<file path="src/rtl/layer_serializer.sv">
// layer_serializer: ping-pong buffer that takes a parallel layer output vector
// (NN words) in one strobe and streams it out one word per accepted cycle.
// Two banks let a new vector land while the previous one is still draining;
// a vector arriving with both banks full is dropped and counted.
//
// state | meaning
// IDLE  | no word presented, o_valid low
// SEND  | o_data holds word o_index of bank rd_ptr, o_valid high
module layer_serializer #(
  parameter int NN        = 10,
  parameter int dataWidth = 16,
  parameter int CNT_WIDTH = 16
) (
  input  logic                                  clk,
  input  logic                                  rst,
  input  logic                                  i_valid,
  input  logic [NN*dataWidth-1:0]               i_data,
  output logic [dataWidth-1:0]                  o_data,
  output logic                                  o_valid,
  input  logic                                  o_ready,
  output logic                                  o_last,
  output logic [((NN > 1) ? $clog2(NN) : 1)-1:0] o_index,
  output logic [CNT_WIDTH-1:0]                  o_drop_cnt,
  output logic                                  o_busy
);

  localparam int IW = (NN > 1) ? $clog2(NN) : 1;
  localparam logic [IW-1:0] LAST_IDX = IW'(NN - 1);

  typedef enum logic {IDLE, SEND} state_t;

  state_t                   state_q, state_d;
  logic [NN*dataWidth-1:0]  bank_q [2];
  logic                     wr_ptr_q, rd_ptr_q;
  logic [1:0]               occ_q, occ_d;
  logic                     accept, free_bank, cap, drop;
  logic [dataWidth-1:0]     data_d;
  logic                     valid_d, last_d;
  logic [IW-1:0]            idx_d, idx_inc;

  function automatic logic [dataWidth-1:0] pick(input logic [NN*dataWidth-1:0] vec,
                                                input logic [IW-1:0] k);
    return vec[int'(k)*dataWidth +: dataWidth];
  endfunction

  // A bank is freed when its final word is accepted; that bank may be refilled
  // on the same edge, so a full buffer only drops when nothing is freed.
  assign accept    = o_valid & o_ready;
  assign free_bank = accept & o_last;
  assign cap       = i_valid & ((occ_q != 2'd2) | free_bank);
  assign drop      = i_valid & ~cap;
  assign idx_inc   = o_index + IW'(1);
  assign o_busy    = (occ_q != 2'd0);

  // Occupancy follows captures and frees; both in one cycle leave it unchanged.
  always_comb begin
    occ_d = occ_q;
    case ({cap, free_bank})
      2'b10:   occ_d = occ_q + 2'd1;
      2'b01:   occ_d = occ_q - 2'd1;
      default: occ_d = occ_q;
    endcase
  end

  // Bank storage; contents are only meaningful while counted in occupancy.
  always_ff @(posedge clk) begin
    if (cap && !rst) bank_q[wr_ptr_q] <= i_data;
  end

  // Pointers, occupancy and saturating drop counter.
  always_ff @(posedge clk or posedge rst) begin
    if (rst) begin
      wr_ptr_q   <= 1'b0;
      rd_ptr_q   <= 1'b0;
      occ_q      <= 2'd0;
      o_drop_cnt <= '0;
    end else begin
      if (cap)       wr_ptr_q <= ~wr_ptr_q;
      if (free_bank) rd_ptr_q <= ~rd_ptr_q;
      occ_q <= occ_d;
      if (drop && (o_drop_cnt != {CNT_WIDTH{1'b1}}))
        o_drop_cnt <= o_drop_cnt + CNT_WIDTH'(1);
    end
  end

  // Serializer state and registered output word.
  always_ff @(posedge clk or posedge rst) begin
    if (rst) begin
      state_q <= IDLE;
      o_data  <= '0;
      o_valid <= 1'b0;
      o_last  <= 1'b0;
      o_index <= '0;
    end else begin
      state_q <= state_d;
      o_data  <= data_d;
      o_valid <= valid_d;
      o_last  <= last_d;
      o_index <= idx_d;
    end
  end

  // Next state and next output word; outputs hold unless a word is accepted.
  always_comb begin
    state_d = state_q;
    data_d  = o_data;
    valid_d = o_valid;
    last_d  = o_last;
    idx_d   = o_index;
    case (state_q)
      IDLE: begin
        if (occ_q != 2'd0) begin
          state_d = SEND;
          valid_d = 1'b1;
          idx_d   = '0;
          data_d  = pick(bank_q[rd_ptr_q], '0);
          last_d  = (NN == 1);
        end
      end
      SEND: begin
        if (accept) begin
          if (!o_last) begin
            idx_d  = idx_inc;
            data_d = pick(bank_q[rd_ptr_q], idx_inc);
            last_d = (idx_inc == LAST_IDX);
          end else if (occ_q == 2'd2) begin
            // Other bank already waiting: start it next cycle without a bubble.
            idx_d  = '0;
            data_d = pick(bank_q[~rd_ptr_q], '0);
            last_d = (NN == 1);
          end else begin
            state_d = IDLE;
            valid_d = 1'b0;
            idx_d   = '0;
            data_d  = '0;
            last_d  = 1'b0;
          end
        end
      end
      default: state_d = IDLE;
    endcase
  end

endmodule
</file>
<file path="config.mk">
export PLATFORM = sky130hd
export DESIGN_NAME = layer_serializer
export DESIGN_NICKNAME = d
export VERILOG_FILES = /design/src/rtl/layer_serializer.sv
export SDC_FILE = /design/constraint.sdc
export NUM_CORES = 1
export LEC_CHECK = 0
export BUFFER_PORTS_ARGS = -buffer_cell sky130_fd_sc_hd__buf_4
export CORE_AREA = 4 4 227 140
export DETAILED_ROUTE_END_ITERATION = 7
export DIE_AREA = 0 0 231 144
export GPL_ROUTABILITY_DRIVEN = 0
export PLACE_DENSITY = 0.79
export REMOVE_ABC_BUFFERS = 1
export SYNTH_ARGS = -nofsm -noshare
export SYNTH_HDL_FRONTEND = slang
export SYNTH_SLANG_ARGS = --single-unit
</file>
<file path="constraint.sdc">
create_clock -name clk -period 16.63 [get_ports clk]
set_input_delay 3.326 -clock clk [delete_from_list [all_inputs] [get_ports clk]]
set_output_delay 3.326 -clock clk [all_outputs]
set_load 0.1 [all_outputs]
</file>
==> impl_metrics.env <==
export IMPL_synth_distinct_cells=55
export IMPL_outcome="completed"
export IMPL_drt_wl_total_mm=33.2
export IMPL_yosysMostFrequentCell="edfxtp_1"
export IMPL_synth_area_per_cell_um2=19.0
export IMPL_fp_dieW_um=231
export IMPL_rows=49
export IMPL_synth_edf_count=320
export IMPL_critPathMaxFanout=11
export IMPL_crit_path_end_kind="output port"
export IMPL_die_area_mm2=0.0333
export IMPL_drc=0
export IMPL_ys_async_sr_fraction_pct=11.8
export IMPL_period_share_pct=30.6
export IMPL_numCtsBuffers=34
export IMPL_start_util_pct=49.5
export IMPL_clockBufferDepth=3
export IMPL_vias=8125
export IMPL_crit_buf_inv=2
export IMPL_path_clk_slew_ps=70
export IMPL_cap_violations=0
export IMPL_grt_overflow_total=0
export IMPL_relSlewSlack_pct=23.0
export IMPL_tightest_slew_ps=1160
export IMPL_ios=203
export IMPL_cp_slowest_cell="dfrtp_1"
export IMPL_synth_seq_cells=363
export IMPL_nets=1147
export IMPL_power_total_mw=2.12
export IMPL_ir_drop_mv=0.0876
export IMPL_intPower_mw=1.60
export IMPL_synthFlopType="edfxtp_1"
export IMPL_synthDominantCellAreaShare_pct=65.4
export IMPL_dpl_cell_count=1352
export IMPL_synth_area_top_cells="edfxtp_1 65%, mux4_2 13%, dfrtp_1 7.3%"
export IMPL_grt_pass1_vias=8432
export IMPL_hold_buffers=0
export IMPL_syn_area_mm2=0.0147
export IMPL_post_cts_buffers=0
export IMPL_dpl_cell_area_mm2=0.0166
export IMPL_final_max_slew_viol_count=0
export IMPL_cp_cell_sequence="nor2_1, inv_1, buf_4"
export IMPL_area_growth_syn_to_layout_pct=20.1
export IMPL_sw_frac_of_total_pct=24.7
export IMPL_htreeDepth=2
export IMPL_startpoint_type="flop"
export IMPL_hp_class="flop to flop"
export IMPL_first_pass_iters=5
export IMPL_core_mm2=0.0297
export IMPL_rsz0062_at_grt="no"
export IMPL_yosys_warnings=0
export IMPL_cts_tree="done"
export IMPL_grt_pass1_wl_mm=50.1
export IMPL_grt_use_total_pct=20.1
export IMPL_min_period_ps=5080
export IMPL_setup_tns_ps=0
export IMPL_comb_power_share_pct=11.2
export IMPL_insertion_delay_ps=530
export IMPL_max_freq_ghz=0.197
export IMPL_port_buffers=202
export IMPL_p_sw_uw=524
export IMPL_seq_area_frac_synth_pct=72.7
export IMPL_fin_area_mm2=0.0176
export IMPL_cts_resized=0
export IMPL_fin_skew_ps=16.0
export IMPL_path_class="flop to output port"
export IMPL_drive_gt1_share_pct=36.0
export IMPL_hold_viol=0
export IMPL_synthTopCellsByCount="320 x edfxtp_1, 86 x mux4_2, 43 x dfrtp_1"
export IMPL_fill_cells=2233
export IMPL_die_y_um=144
export IMPL_p_seq_share_pct=54.4
export IMPL_cts_sinks=363
export IMPL_n_antenna_cell=0
export IMPL_setup_viol=0
export IMPL_p_leak_nw=6.02
export IMPL_p_per_area_mw_per_mm2=120
export IMPL_crit_family="flip-flops"
export IMPL_slowest_delay_ps=510
export IMPL_via_per_inst=5.75
export IMPL_drtAntennaViolNets=0
export IMPL_wl_per_cell_um=23.5
export IMPL_clockRootBuffer="clkbuf_16"
export IMPL_synthCells=773
export IMPL_dpl_hpwl_mm=21.7
export IMPL_yosysTopAreaCell="edfxtp_1"
export IMPL_p_clk_share_pct=34.4
export IMPL_critPathRequiredTime_ps=13300
export IMPL_drtIter0Drc=721
export IMPL_crit_arrival_ps=1750
export IMPL_grt_start_max_net_pins=161
export IMPL_fin_cells=1412
export IMPL_antenna_found_initial=2
==> worst paths after layout <==
check	endpoint	from	slack, ps	depth (start not counted)
worst max register to register	o_data[12]	o_index[0]	13150	8
min in group asynchronous	o_drop_cnt[14]	rst	2830	2
max in group asynchronous	rd_ptr_q	rst	13040	3
worst min-delay path	o_drop_cnt[15]	o_drop_cnt[15]	500	1
worst max-delay path	o_busy	occ_q[0]	11550	3
worst min register to register	o_drop_cnt[15]	o_drop_cnt[15]	500	1
==> metrics by stage <==
stage	worst slack (ps)	hold slack (ps)	utilization (%)
floorplan	321	461	-
global placement	11240	482	56.0
finish	11550	500	59.5
global route	11440	531	59.5
detailed placement	11130	488	56.0
CTS	11550	499	59.5
==> power groups by stage <==
stage                     Clock, mW  Combinational, mW  Sequential (mW)
after detailed placement          0              0.241             1.17
after CTS                     0.748              0.242             1.16
after global routing          0.788              0.255             1.16
after floorplan                   0              0.110             1.24
final                         0.730              0.238             1.16
after global placement            0              0.236             1.17
==> metal layers <==
| layer | wire, um | vias to the layer above | global-route usage [%] |
|---|---|---|---|
| met3 | 3120 | 53 | 5.35 |
| met5 | 29 | - | 0 |
| met2 | 16000 | 342 | 32.0 |
| met4 | 737 | 4 | 5.31 |
| met1 | 13300 | 4145 | 28.1 |
| li1 | - | 3581 | - |
==> final cells by class <==
class	count	area, um^2	share of cell area, %
Tap cell	408	510	2.89
Clock inverter	15	126	0.716
Clock buffer	45	902	5.11
Multi-Input combinational cell	359	3760	21.3
Timing Repair Buffer	212	1620	9.16
Inverter	10	37.5	0.213
Sequential cell	363	10700	60.6
==> cell usage in the layout, fill, tap and decap left out, types with 10 or more instances in the layout <==
cell type    n
xnor2_1     14
a21oi_1     19
edfxtp_1   320
nor2_1      32
o21ai_0     17
buf_4      210
a31oi_1     10
clkbuf_1    10
nand2_1     38
mux2i_1     16
dfrtp_1     41
nand3_1     26
clkbuf_16   34
mux4_2      86
==> worst reg2reg max path, stage by stage, from the launching register on <==
cell	delay [ps]
dfrtp_2	380
buf_4	700
ha_1	470
xor2_4	160
buf_4	450
mux4_2	600
and2b_1	190
a2111oi_2	340
nor2_1	60
==> registers in the layout (all words and copies together), names as in the netlist <==
signal	count
o_index	4
o_data	16
bank_q	320
o_valid	1
rd_ptr_q	1
wr_ptr_q	1
occ_q	2
o_last	1
o_drop_cnt	16
state_q	1
==> kinds of logic after synthesis <==
group,after synthesis,share of synthesized area [%]
xor+xnor,21,1.30
simple gates,133,4.31
flops,363,72.7
fa+ha+maj,3,0.255
mux,112,15.4
compound gates,90,4.10
buf+inv,51,1.87
(Power assumes the default switching activity.)
